File: config.mk
export PLATFORM = sky130hd
export DESIGN_NAME = bike_session_ctrl
export DESIGN_NICKNAME = d
export VERILOG_FILES = /design/src/rtl/bike_pkg.sv /design/src/rtl/bike_tick_gen.sv /design/src/rtl/bike_session_ctrl.sv
export SDC_FILE = /design/constraint.sdc
export NUM_CORES = 1
export LEC_CHECK = 0
export CORE_MARGIN = 4
export CORE_UTILIZATION = 45
export CTS_CLUSTER_DIAMETER = 50
export DETAILED_ROUTE_END_ITERATION = 8
export MAX_ROUTING_LAYER = met4
export PLACE_DENSITY = 0.67
export REMOVE_ABC_BUFFERS = 1
export SYNTH_ARGS = -nofsm -noshare
export SYNTH_HDL_FRONTEND = slang
export SYNTH_SLANG_ARGS = --single-unit
File: constraint.sdc
create_clock -name clk -period 9 [get_ports clk]
set_input_delay 2.25 -clock clk [delete_from_list [all_inputs] [get_ports clk]]
set_output_delay 2.25 -clock clk [all_outputs]
set_load 0.01 [all_outputs]
File: src/rtl/bike_pkg.sv
// bike_pkg: shared state encoding, level/duty widths and speed defaults for the bike session controller
package bike_pkg;
  localparam int LVL_W = 4;
  localparam int DUTY_W = 8;
  localparam int DEF_SPEED_MIN = 1;
  localparam int DEF_SPEED_MAX = 10;
  localparam int DEF_DUTY_STEP = 25;
  typedef enum logic [2:0] {
    IDLE     = 3'd0,
    WARMUP   = 3'd1,
    RUN      = 3'd2,
    COOLDOWN = 3'd3,
    DONE     = 3'd4,
    FAULT    = 3'd5
  } state_t;
endpackage

File: src/rtl/bike_tick_gen.sv
// bike_tick_gen: step-tick prescaler, tick high on the terminal count, with synchronous clear
module bike_tick_gen #(
  parameter int TICK_DIV = 5000
) (
  input  logic clk,
  input  logic reset,
  input  logic clr,
  output logic tick
);
  localparam int CW = TICK_DIV > 1 ? $clog2(TICK_DIV) : 1;
  logic [CW-1:0] cnt;
  assign tick = cnt == CW'(TICK_DIV - 1);
  always_ff @(posedge clk)
    if (!reset || clr || tick) cnt <= '0;
    else cnt <= cnt + 1'b1;
endmodule

File: src/rtl/bike_session_ctrl.sv
// bike_session_ctrl: warm-up / run / cool-down speed sequencer with latched fault stop
module bike_session_ctrl
  import bike_pkg::*;
#(
  parameter int TICK_DIV   = 5000,
  parameter int RAMP_TICKS = 4,
  parameter int RUN_TICKS  = 600,
  parameter int SPEED_MIN  = DEF_SPEED_MIN,
  parameter int SPEED_MAX  = DEF_SPEED_MAX,
  parameter int DUTY_STEP  = DEF_DUTY_STEP
) (
  input  logic              clk,
  input  logic              reset,
  input  logic              start,
  input  logic              stop,
  input  logic              fault_in,
  input  logic              fault_ack,
  input  logic [LVL_W-1:0]  target_level,
  input  logic              adj_up,
  input  logic              adj_down,
  output logic [LVL_W-1:0]  speed_level,
  output logic [DUTY_W-1:0] duty,
  output logic              motor_en,
  output logic              fault_out,
  output logic [1:0]        leds,
  output logic [2:0]        state,
  output logic              session_done
);
  localparam int RW = RAMP_TICKS > 1 ? $clog2(RAMP_TICKS) : 1;
  localparam int NW = $clog2(RUN_TICKS + 1);
  localparam logic [LVL_W-1:0] LMIN = LVL_W'(SPEED_MIN);
  localparam logic [LVL_W-1:0] LMAX = LVL_W'(SPEED_MAX);
  state_t st, st_n;
  logic [LVL_W-1:0] lvl, lvl_n, tgt, tgt_n, toward;
  logic [RW-1:0] ramp, ramp_n;
  logic [NW-1:0] run, run_n;
  logic tick, go, step, adj;
  assign go = st == IDLE && start && !fault_in;
  assign step = tick && ramp == RW'(RAMP_TICKS - 1);
  assign adj = (st == WARMUP || st == RUN) && (adj_up ^ adj_down);
  assign speed_level = lvl;
  assign state = st;
  bike_tick_gen #(.TICK_DIV(TICK_DIV)) u_tick (
    .clk(clk),
    .reset(reset),
    .clr(go),
    .tick(tick)
  );
  always_comb begin
    st_n = st;
    tgt_n = adj ? (adj_up ? (tgt == LMAX ? tgt : tgt + 1'b1) : (tgt == LMIN ? tgt : tgt - 1'b1)) : tgt;
    toward = lvl < tgt_n ? lvl + 1'b1 : (lvl > tgt_n ? lvl - 1'b1 : lvl);
    lvl_n = lvl;
    ramp_n = step ? '0 : ramp + RW'(tick);
    run_n = run;
    case (st)
      IDLE: if (go) begin
        st_n = WARMUP;
        lvl_n = '0;
        ramp_n = '0;
        tgt_n = target_level < LMIN ? LMIN : (target_level > LMAX ? LMAX : target_level);
      end
      // fault beats stop, stop beats tick and run timeout
      WARMUP, RUN, COOLDOWN:
        if (fault_in) begin
          st_n = FAULT;
          lvl_n = '0;
        end else if (stop && st != COOLDOWN) begin
          st_n = COOLDOWN;
          ramp_n = '0;
        end else if (st == WARMUP) begin
          lvl_n = step ? toward : lvl;
          if (lvl_n == tgt_n) begin
            st_n = RUN;
            run_n = '0;
            ramp_n = '0;
          end
        end else if (st == RUN) begin
          run_n = run + NW'(tick);
          if (tick && run_n == NW'(RUN_TICKS)) begin
            st_n = COOLDOWN;
            ramp_n = '0;
          end else lvl_n = step ? toward : lvl;
        end else begin
          lvl_n = step && lvl != '0 ? lvl - 1'b1 : lvl;
          st_n = lvl_n == '0 ? DONE : COOLDOWN;
        end
      DONE: st_n = IDLE;
      FAULT: st_n = fault_ack && !fault_in ? IDLE : FAULT;
      default: begin
        st_n = IDLE;
        lvl_n = '0;
      end
    endcase
  end
  // outputs are registered from the next state/level so they move on the same edge
  always_ff @(posedge clk)
    if (!reset) begin
      st <= IDLE;
      lvl <= '0;
      tgt <= '0;
      ramp <= '0;
      run <= '0;
      duty <= '0;
      motor_en <= 1'b0;
      fault_out <= 1'b0;
      leds <= '0;
      session_done <= 1'b0;
    end else begin
      st <= st_n;
      lvl <= lvl_n;
      tgt <= tgt_n;
      ramp <= ramp_n;
      run <= run_n;
      duty <= DUTY_W'(int'(lvl_n) * DUTY_STEP);
      motor_en <= st_n == WARMUP || st_n == RUN || st_n == COOLDOWN;
      fault_out <= st_n == FAULT;
      leds <= {lvl_n < tgt_n && (st_n == WARMUP || st_n == RUN),
               (lvl_n > tgt_n && st_n == RUN) || (lvl_n != '0 && st_n == COOLDOWN)};
      session_done <= st_n == DONE;
    end
endmodule

Yosys cells after proc, flatten, opt, wreduce, memory -nomap -nowiden --
Index checks and enable logic that the tools add are counted.
Word-level totals: ROM bits 0, RAM bits 0, memories kept 0, bits in latches 0, output and inout port bits 20, register bits 49, logic and storage cells 114
Operators by class: multipliers 1, add/subtract/negate cells 7, order comparisons 6, reductions and logical operators 27, divide/modulo/power cells 0, equal/unequal tests 18, bitwise logic cells 3, muxes and demuxes 41, shift operators 0
Operators by type and width (number):
- $mux 4 | 18
- $mux 10 | 3
- $mux 3 | 9
- $mux 2 | 8
- $add 13x1->13 const B | 1
- $eq 13x13->1 const B | 1
- $eq 3x2->1 const B | 4
- $eq 3x3->1 const B | 4
- $pmux 4 s3 | 1
- $logic_and 1x1->1 | 11
- $add 10x1->10 | 1
- $eq 10x10->1 const B | 1
- $pmux 3 s3 | 1
- $add 4x1->4 const B | 2
- $gt 4x4->1 | 2
- $lt 4x4->1 | 2
- $mul 4x5->8 const B | 1
- $reduce_bool 4->1 | 2
- $sub 4x1->4 const B | 2
- $eq 3x1->1 const B | 2
- $logic_or 1x1->1 | 6
- $reduce_and 5->1 | 1
- $eq 4x1->1 const B | 1
- $eq 4x4->1 | 1
- other kinds (16) | 18

Logic depth before layout (Yosys ltp) --
Gate-level depths: netlist of the first run.
depth after elaboration 17, mapped depth 26, gate-level depth less buffers 25

Modules after synthesis --
Synthesis of the first run repeated with hierarchy kept, for this count alone.
Unflattened totals: cells, all modules 449, area, all modules 3604.7 sq um
By module, submodules not included:
- bike_session_ctrl | seq. area each 660.6 sq um, times used 1, cells an instance 385, area an instance 3039.2 sq um
- bike_tick_gen | seq. area each 260.2 sq um, times used 1, cells an instance 64, area an instance 565.5 sq um

Least setup slack after synthesis of the first run --
Ideal clock, no wire load.
kind in2reg, from input port adj_down, to register duty[6], stages on the path 20, setup slack 3030 ps, required time 8872 ps, buffers on the path 0, arrival 5842 ps, path through xor2_1 > nand3_1 > o31ai_1 > inv_1 > ha_1 > and3b_1 > o21ai_0 > nand2b_1 > nor3_1 > o21a_1 > o31ai_1 > o31a_1 > a21oi_1 > inv_1 > ha_1 > ha_1 > inv_1 > fa_1 > xor2_1 > nor2_1
On the way: cells in the longest elaborated chain, start to end 14, elaborated cells on any way between the ends 15, those cells by class mul: 1; order compare: 2; mux: 10; bitwise: 1; reduce/logical: 1
RTL lines:
- from (decl) | RTL line bike_session_ctrl.sv:20 | input logic adj_down,
- $xor 1x1->1 * | RTL line bike_session_ctrl.sv:40 | assign adj = (st == WARMUP || st == RUN) && (adj_up ^ adj_down);
- $logic_and 1x1->1 * | RTL line bike_session_ctrl.sv:40
- $mux 4 * | RTL line bike_session_ctrl.sv:51 | tgt_n = adj ? (adj_up ? (tgt == LMAX ? tgt : tgt + 1'b1) : (tgt == LMIN ? tgt : tgt - 1'b1)) : tgt;
- $gt 4x4->1 | RTL line bike_session_ctrl.sv:52 | toward = lvl < tgt_n ? lvl + 1'b1 : (lvl > tgt_n ? lvl - 1'b1 : lvl);
- $mux 4 | RTL line bike_session_ctrl.sv:52
- $mux 4 * | RTL line bike_session_ctrl.sv:52
- $mux 4 * | RTL line bike_session_ctrl.sv:72, bike_session_ctrl.sv:83
- $mux 4 | RTL line bike_session_ctrl.sv:80 | if (tick && run_n == NW'(RUN_TICKS)) begin
- $mux 4 | RTL line bike_session_ctrl.sv:78 | end else if (st == RUN) begin
- $mux 4 * | RTL line bike_session_ctrl.sv:71 | end else if (st == WARMUP) begin
- $mux 4 * | RTL line bike_session_ctrl.sv:68 | end else if (stop && st != COOLDOWN) begin
- $mux 4 * | RTL line bike_session_ctrl.sv:65 | if (fault_in) begin
- $pmux 4 s3 * | RTL line bike_session_ctrl.sv:56 | case (st)
- named net lvl_n[1] | RTL line bike_session_ctrl.sv:34 | logic [LVL_W-1:0] lvl, lvl_n, tgt, tgt_n, toward;
- $mul 4x5->8 * | RTL line bike_session_ctrl.sv:115 | duty <= DUTY_W'(int'(lvl_n) * DUTY_STEP);
- to (signal assigned) | RTL line bike_session_ctrl.sv:115
- to (decl) | RTL line bike_session_ctrl.sv:22 | output logic [DUTY_W-1:0] duty,
Mark *: on every way through the listed nets, which the timed path passes. The rest lies on a longest branch. A chain may end at the register's enable or synchronous reset.

Worst setup path in the final report of the first run --
from input port adj_up, to register leds[1]
On the way: elaborated cells on any way between the ends 28, those cells by class order compare: 3; eq/ne: 3; mux: 18; bitwise: 1; reduce/logical: 3
RTL lines:
- from (decl) | RTL line bike_session_ctrl.sv:19 | input logic adj_up,
- $xor 1x1->1 | RTL line bike_session_ctrl.sv:40
- $logic_and 1x1->1 | RTL line bike_session_ctrl.sv:40
- $mux 4 * | RTL line bike_session_ctrl.sv:51
- $gt 4x4->1 | RTL line bike_session_ctrl.sv:52
- $mux 4 | RTL line bike_session_ctrl.sv:52
- $mux 4 * | RTL line bike_session_ctrl.sv:52
- $mux 4 * | RTL line bike_session_ctrl.sv:72, bike_session_ctrl.sv:83
- $mux 4 | RTL line bike_session_ctrl.sv:80
- $mux 4 | RTL line bike_session_ctrl.sv:78
- $mux 4 * | RTL line bike_session_ctrl.sv:71
- $mux 4 * | RTL line bike_session_ctrl.sv:68
- $mux 4 * | RTL line bike_session_ctrl.sv:65
- $pmux 4 s3 * | RTL line bike_session_ctrl.sv:56
- named net lvl_n[1] | RTL line bike_session_ctrl.sv:34
- $lt 4x4->1 * | RTL line bike_session_ctrl.sv:118 | leds <= {lvl_n < tgt_n && (st_n == WARMUP || st_n == RUN),
- $logic_and 1x1->1 * | RTL line bike_session_ctrl.sv:118
- to (signal assigned) | RTL line bike_session_ctrl.sv:118
- to (decl) | RTL line bike_session_ctrl.sv:25 | output logic [1:0] leds,
Marks and branches as above.

==> impl_results.md, run 1 <==
- Status: finished clean
- Seq/Total Area, Yosys: 25.7%
- Register bit total from synthesis: 46
- Max VDD drop: 0.0000663 V
- Int Power: 0.455 mW
- Ys async rst share: 0%
- Fmax: 142 MHz
- Number of cells on the critical path: 22
- Xor and xnor area share after synthesis: 7.19%
- # diodes: 0
- Wire per inst: 15.7 um
- Worst Hold Class: flip-flop to flip-flop
- PwrDens: 210 nW/um2
- Share of post-route cells with drive strength above 1: 3.34%
- Remaining antenna violation count: 0
- Mapped Area: 3580 um2
- Yosys cell types: 68
- CP required: 9.20 ns
- DRC Markers: 0
- Grt total ovfl: 0
- HP Start: u_tick.cnt[0]$_SDFF_PP0_
- First-pass GRT wire length: 15000 um
- Clock sink count: 46
- Die Height: 97.3 um
- CTS tree: done
- Synth Area in Compound Gates: 23.2%
- Drt first-iter violations: 234
- Max-cap violations: 0
- Switch Pwr: 0.386 mW
- Mapped Avg Cell Area: 7.74 um2
- Worst slew pin tran: 0.749 ns
- Clock Latency Late Sink: 0.30 ns
- RSZ-0062 raised after global routing: false
- Max-slew headroom: 49.7%
- Hold Path End: u_tick.cnt[0]$_SDFF_PP0_
- Vias per std cell: 5.93
- Hold depth: 1
- Largest net degree at the start of global routing: 19
- Global Route Usage Sum: 19.3%
- Top FF cell, synth: dfxtp_1
- Nature of the critical path endpoint: flip-flop
- Commonest cells after routing, fill and taps aside: dfxtp_1, nor2_1, nand2_1
- Sw Ratio: 45.9%
- Ports: 32
- Critical-path top delay cell: clkdlybuf4s50_1
- Multiplexer share of the synthesized area: 1.12%
- Count of pins over their slew limit: 0
- Largest family of logic cells by synthesized area: simple AND/OR/NAND/NOR gates
- Longest Clk Path Bufs: 2
- Routed WL: 9100 um
- EDFF count, synth: 0
- Reg power frac: 30.7%
- Setup Total Neg Slack: 0 ns
- Clock Power Share: 15.1%
- Port bufs: 31
- Pleak: 1.57 nW
- Top delay family on crit path: compound AO/OA/AOI/OAI gates
- Initial Util: 46.4%
- Clk slew on worst S/H paths: 0.09 ns
- Nets@finish: 517
- Min Tclk post-route: 7.07 ns
- Core area: 7730 um2
- Synth Warn #: 0
- Crit path largest cell delay: 0.72 ns
- Crit path kind: input pin to flip-flop
- Vias in the first global route: 3165
- Post-synthesis adder-cell area fraction: 9.63%
- Critical path, cell by cell: clkdlybuf4s50_1, xor2_1, nand3_1, o31ai_1, inv_1, ha_1, and3b_1, o21ai_0, nand2b_1, nor3_1, o21a_1, o31ai_1, o31a_1, a21oi_1, ha_1, nor2b_1, o21ai_0, nand2b_1, a21oi_1, and2_1, nand2_1, o31ai_1
- Hold Vio Cnt, Final: 0
- Simple-gate share of the synthesized area: 27.3%
- Die ar.: 9460 um2
- Commonest non-fill, non-tap cell in the layout: dfxtp_1
- Reg2reg end: leds[1]$_SDFF_PN0_
- Total CTS buffers: 5
- 1st-pass router iterations: 5
- Gpl congestion: 0.953
- Crit start category: input pin
- Most frequent CP cell: o31ai_1
- Num rows: 32
- Final setup fails: 0
- Post-CTS resize count: 0
- HPWL after DPL: 7020 um
- Mapped Cells: 463
- CP arrival: 7.27 ns
- Reg2reg start: state[1]$_SDFF_PN0_
- Reg2reg setup slack: 3.92 ns
- Comb power frac: 54.2%
- CTS root buffer: clkbuf_8
- Hold slack: 0.477 ns
- Crit Path Max Fanout: 12
- Initial antenna violation count: 0
- Die width: 97.3 um
- Layout area overhead: 11.6%
- Buf+Inv Stages, Crit Path: 2
- Period utilization: 78.5%
- H-Tree Depth: 2
- Via Count: 3448
- Max Clock Skew: 0.00807 ns
- Post-CTS Setup Inserts: 0
- Worst Reg-to-Reg Cells: 21
- Cts hold-fix bufs: 0
==> layer usage <==
| metal | track usage [%] | vias to the layer above | part of all wire (%) |
|---|---|---|---|
| met4 | 6.50 | 0 | 2.8 |
| met5 | - | - | 0 |
| met1 | 24.9 | 1607 | 46 |
| met3 | 3.88 | 24 | 6.2 |
| met2 | 30.3 | 113 | 45 |
| li1 | - | 1704 | - |
==> registers in the layout, indices dropped and copies added (netlist names) <==
signal and count:
duty 8, fault_out 1, leds 2, motor_en 1, ramp 2, run 10
session_done 1, speed_level 1, state 3, tgt 4, u_tick.cnt 13
==> stage by stage <==
step	power, mW	instance area (um2)	instances	setup slack (ns)	utilization (%)
finish	0.841	4000	581	1.93	51.7
global route	0.909	4000	581	1.51	51.7
CTS	0.842	4000	581	1.97	51.7
detailed placement	0.710	3910	573	1.70	50.6
global placement	0.707	3910	573	1.91	50.6
floorplan	0.573	3470	440	3.02	-
==> cell usage after synthesis (all sizes together), types with 5 or more instances <==
cell type	instances	area (um2)
a21o	5	37.5
a21oi	31	155
a31oi	9	56.3
and2	16	103
and3	12	75.1
buf	9	61.3
clkbuf	14	52.6
dfxtp	46	921
ha	26	325
inv	26	97.6
nand2	38	143
nand3	20	100
nand4	8	56.3
nor2	45	169
nor2b	7	43.8
nor3	14	70.1
o21a	6	45.0
o21ai	25	125
o31ai	7	62.6
xnor2	12	105
xor2	14	130
==> kinds of logic (layout without fill, tap and decap cells) <==
group                      Yosys count  count (layout)
AOI/OAI and AO/OA                  123             123
and+or+nand+nor                    187             187
muxes                                4               4
buffers and inverters               49              65
DFF                                 46              46
xor gates and xnor gates            27              27
adders and majority gates           27              27
==> worst max path at each step <==
stage                  start                 end
detailed placement    adj_up  leds[1]$_SDFF_PN0_
global placement      adj_up  leds[1]$_SDFF_PN0_
CTS                   adj_up  leds[1]$_SDFF_PN0_
floorplan           adj_down  duty[6]$_SDFF_PN0_
global route          adj_up  leds[1]$_SDFF_PN0_
finish                adj_up  leds[1]$_SDFF_PN0_
==> area by class of cell <==
class                   instances  area, um2
clock buffers                   5       68.8
clock inverters                 3       21.3
fillers                       765       3730
inverters                      26       97.6
multi-input cells             368       2450
flip-flops and latches         46        921
well taps                     102        128
repair buffers                 31        310
==> power by group through the flow <==
stage	clock [mW]	combinational, mW	sequential (mW)
final	0.127	0.456	0.259
after global routing	0.143	0.503	0.264
after CTS	0.133	0.450	0.258
after detailed placement	0	0.446	0.263
after global placement	0	0.445	0.262
after floorplan	0	0.312	0.261
==> worst register-to-register path: stages, from the launching register on <==
cell	delay [ns]
dfxtp_1	0.69
xor2_2	0.31
nand3_1	0.18
o31ai_1	0.45
inv_1	0.09
ha_1	0.31
and3b_1	0.18
o21ai_0	0.21
nand2b_1	0.22
nor3_1	0.19
o21a_1	0.13
o31ai_1	0.09
o31a_1	0.30
a21oi_1	0.34
ha_1	0.31
nor2b_1	0.13
o21ai_0	0.13
nand2b_1	0.07
a21oi_1	0.20
and2_1	0.18
nand2_1	0.07
o31ai_1	0.21
No activity file was read; power rests on OpenSTA's default activity.
==> inputs of run 2 (changes only) <==
==> constraint.sdc (replaced) <==
create_clock -name clk -period 7.15 [get_ports clk]
set_input_delay 1.7875 -clock clk [delete_from_list [all_inputs] [get_ports clk]]
set_output_delay 1.7875 -clock clk [all_outputs]
set_load 0.01 [all_outputs]
==> impl_results.md, run 2 (synthesis results as in run 1) <==
- PwrDens: 272 nW/um2 (+29%)
- Die Height: 97.3 um (unchanged)
- Status: finished clean
- Buf+Inv Stages, Crit Path: 3 (+1)
- Layout area overhead: 12.3%
- Period utilization: 90.7%
- Commonest non-fill, non-tap cell in the layout: dfxtp_1
- Core area: 7730 um2 (unchanged)
- Worst slew pin tran: 0.808 ns (+0.0587 ns)
- Sequential cell area: 921 um2 (unchanged)
- CP required: 7.37 ns (-1.83 ns)
- Drt first-iter violations: 173 (-26%)
- Most frequent CP cell: o31ai_1
- Final setup fails: 0 (unchanged)
- Worst Hold Class: flip-flop to flip-flop
- Vias in the first global route: 3155 (-0.32%)
- RSZ-0062 raised after global routing: false
- Port bufs: 31 (unchanged)
- Tot Pwr: 1.09 mW (+30%)
- Min Tclk post-route: 6.48 ns
- First-pass GRT wire length: 15000 um (-0.46%)
- Count of pins over their slew limit: 0 (unchanged)
- Top Registers: u_tick.cnt x13, run x10, duty x8
- Gpl congestion: 0.929 (-2.5%)
- Hold slack: 0.473 ns (-0.00418 ns)
- Final setup margin: 0.665 ns (-1.27 ns)
- Max reg flops: 13 (unchanged)
- Setup Total Neg Slack: 0 ns (unchanged)
- Post-CTS Setup Inserts: 0 (unchanged)
- Fmax: 154 MHz
- Die width: 97.3 um (unchanged)
- Vias per std cell: 5.95 (+0.32%)
- Wire per inst: 15.7 um (+0.59%)
- Nets@finish: 518 (+0.19%)
- CTS root buffer: clkbuf_8
- Most flops, register: u_tick.cnt
- Crit path from: adj_up
- Max-cap violations: 0 (unchanged)
- Max-slew headroom: 45.7% (-3.9 points)
- H-Tree Depth: 2 (unchanged)
- Top delay family on crit path: compound AO/OA/AOI/OAI gates
- Longest Clk Path Bufs: 2 (unchanged)
- Pleak: 1.58 nW (+0.77%)
- Ports: 32 (unchanged)
- 1st-pass router iterations: 4 (-1)
- # diodes: 0 (unchanged)
- Num rows: 32 (unchanged)
- Clock sink count: 46 (unchanged)
- Largest net degree at the start of global routing: 19 (unchanged)
- Cts hold-fix bufs: 0 (unchanged)
- Setup crit end: leds[1]$_SDFF_PN0_
- Initial antenna violation count: 0 (unchanged)
- Total CTS buffers: 5 (unchanged)
- Critical path, cell by cell: clkdlybuf4s50_1, buf_4, xor2_1, nand3_1, o31ai_1, inv_1, ha_1, nand2_1, a21oi_1, and3_1, nor2_1, o31ai_1, o31ai_1, o31a_1, a21oi_1, ha_1, nor2b_1, o21ai_0, nand2b_1, a21oi_1, and2_1, nand2_1, o31ai_1
- Commonest cells after routing, fill and taps aside: dfxtp_1, nor2_1, nand2_1
- Die ar.: 9460 um2 (unchanged)
- Number of cells on the critical path: 23 (+4.5%)
- Reg2reg end: leds[1]$_SDFF_PN0_
- Routed WL: 9170 um (+0.76%)
- Crit start category: input pin
- Reg2reg setup slack: 2.04 ns (-1.88 ns)
- Crit path largest cell delay: 0.46 ns (-0.26 ns)
- Max VDD drop: 0.000129 V (+95%)
- DRC Markers: 0 (unchanged)
- CTS tree: done
- Area of the multi-input gates: 2450 um2 (unchanged)
- Fillers: 738 (-3.5%)
- Post-CTS resize count: 0 (unchanged)
- Worst Reg-to-Reg Cells: 21 (unchanged)
- Clock Latency Late Sink: 0.30 ns (about the same)
- Clk slew on worst S/H paths: 0.10 ns (about the same)
- Initial Util: 46.4% (unchanged)
- Pre-CTS setup slack: 0.454 ns (-1.24 ns)
- CP arrival: 6.70 ns (-0.57 ns)
- Nature of the critical path endpoint: flip-flop
- Global Route Usage Sum: 19.2% (-0.067 points)
- Final core occ: 52.1% (+0.36 points)
- Hold Vio Cnt, Final: 0 (unchanged)
- Max Clock Skew: 0.0129 ns (+0.00483 ns)
- Grt total ovfl: 0 (unchanged)
- Crit Path Max Fanout: 12 (unchanged)
- Share of post-route cells with drive strength above 1: 3.33% (-0.0070 points)
- Critical-path top delay cell: o31ai_1
- Crit path kind: input pin to flip-flop
- Reg2reg start: state[1]$_SDFF_PN0_
- Via Count: 3465 (+0.49%)
- Remaining antenna violation count: 0 (unchanged)
- HPWL after DPL: 7030 um (+0.22%)
## run 2: cell count changes in the layout (fill, tap and decap cells not counted), sizes merged
cell    change
clkbuf      +1
clkinv      -2
buf         +1
bufinv      +1
## run 2: final cells by class
type / count / share of cell area [%]
Multi-Input combinational cell: 368 / 60.9
Sequential cell: 46 / 22.9
Timing Repair Buffer: 32 / 7.89
Tap cell: 102 / 3.17
Inverter: 26 / 2.42
Clock buffer: 6 / 1.80
Clock inverter: 2 / 0.932
## run 2: how the worst min path moves through the flow
stage                                   startpoint                        to  slack [ns]  depth (start not counted)
after floorplan           u_tick.cnt[0]$_SDFF_PP0_  u_tick.cnt[0]$_SDFF_PP0_        0.43                          1
after global placement    u_tick.cnt[0]$_SDFF_PP0_  u_tick.cnt[0]$_SDFF_PP0_        0.45                          1
after detailed placement  u_tick.cnt[0]$_SDFF_PP0_  u_tick.cnt[0]$_SDFF_PP0_        0.46                          1
after CTS                 u_tick.cnt[0]$_SDFF_PP0_  u_tick.cnt[0]$_SDFF_PP0_        0.48                          1
after global routing           run[9]$_SDFFE_PN0P_       run[9]$_SDFFE_PN0P_        0.51                          2
final                     u_tick.cnt[0]$_SDFF_PP0_  u_tick.cnt[0]$_SDFF_PP0_        0.47                          1
## run 2: power by group
part	internal, mW	switching, mW
clock network	0.104	0.0910
registers	0.282	0.0447
logic	0.223	0.350
## run 2: per-stage QoR
stage | std cells | cell area (um2)
after global placement | 574 | 3920
after global routing | 582 | 4030
after floorplan | 440 | 3470
final | 582 | 4030
after CTS | 582 | 4030
after detailed placement | 574 | 3920
## run 2: metal layers
metal  global-route usage [%]  part of all wire [%]  vias up
li1                         -                     -     1711
met1                     24.8                    47     1625
met4                     5.75                   2.3        0
met5                        -                     0        -
met2                     30.9                    45      108
met3                     3.45                   5.3       21
==> inputs of run 3 (changes only) <==
--- a/config.mk
+++ b/config.mk
@@ -5,6 +5,7 @@
 export SDC_FILE = /design/constraint.sdc
 export NUM_CORES = 1
 export LEC_CHECK = 0
+export ABC_CLOCK_PERIOD_IN_PS = 7150
 export CORE_MARGIN = 4
 export CORE_UTILIZATION = 45
 export CTS_CLUSTER_DIAMETER = 50
==> results of run 3 <==
Final layout, timing and power as in run 2 (identical DEF).
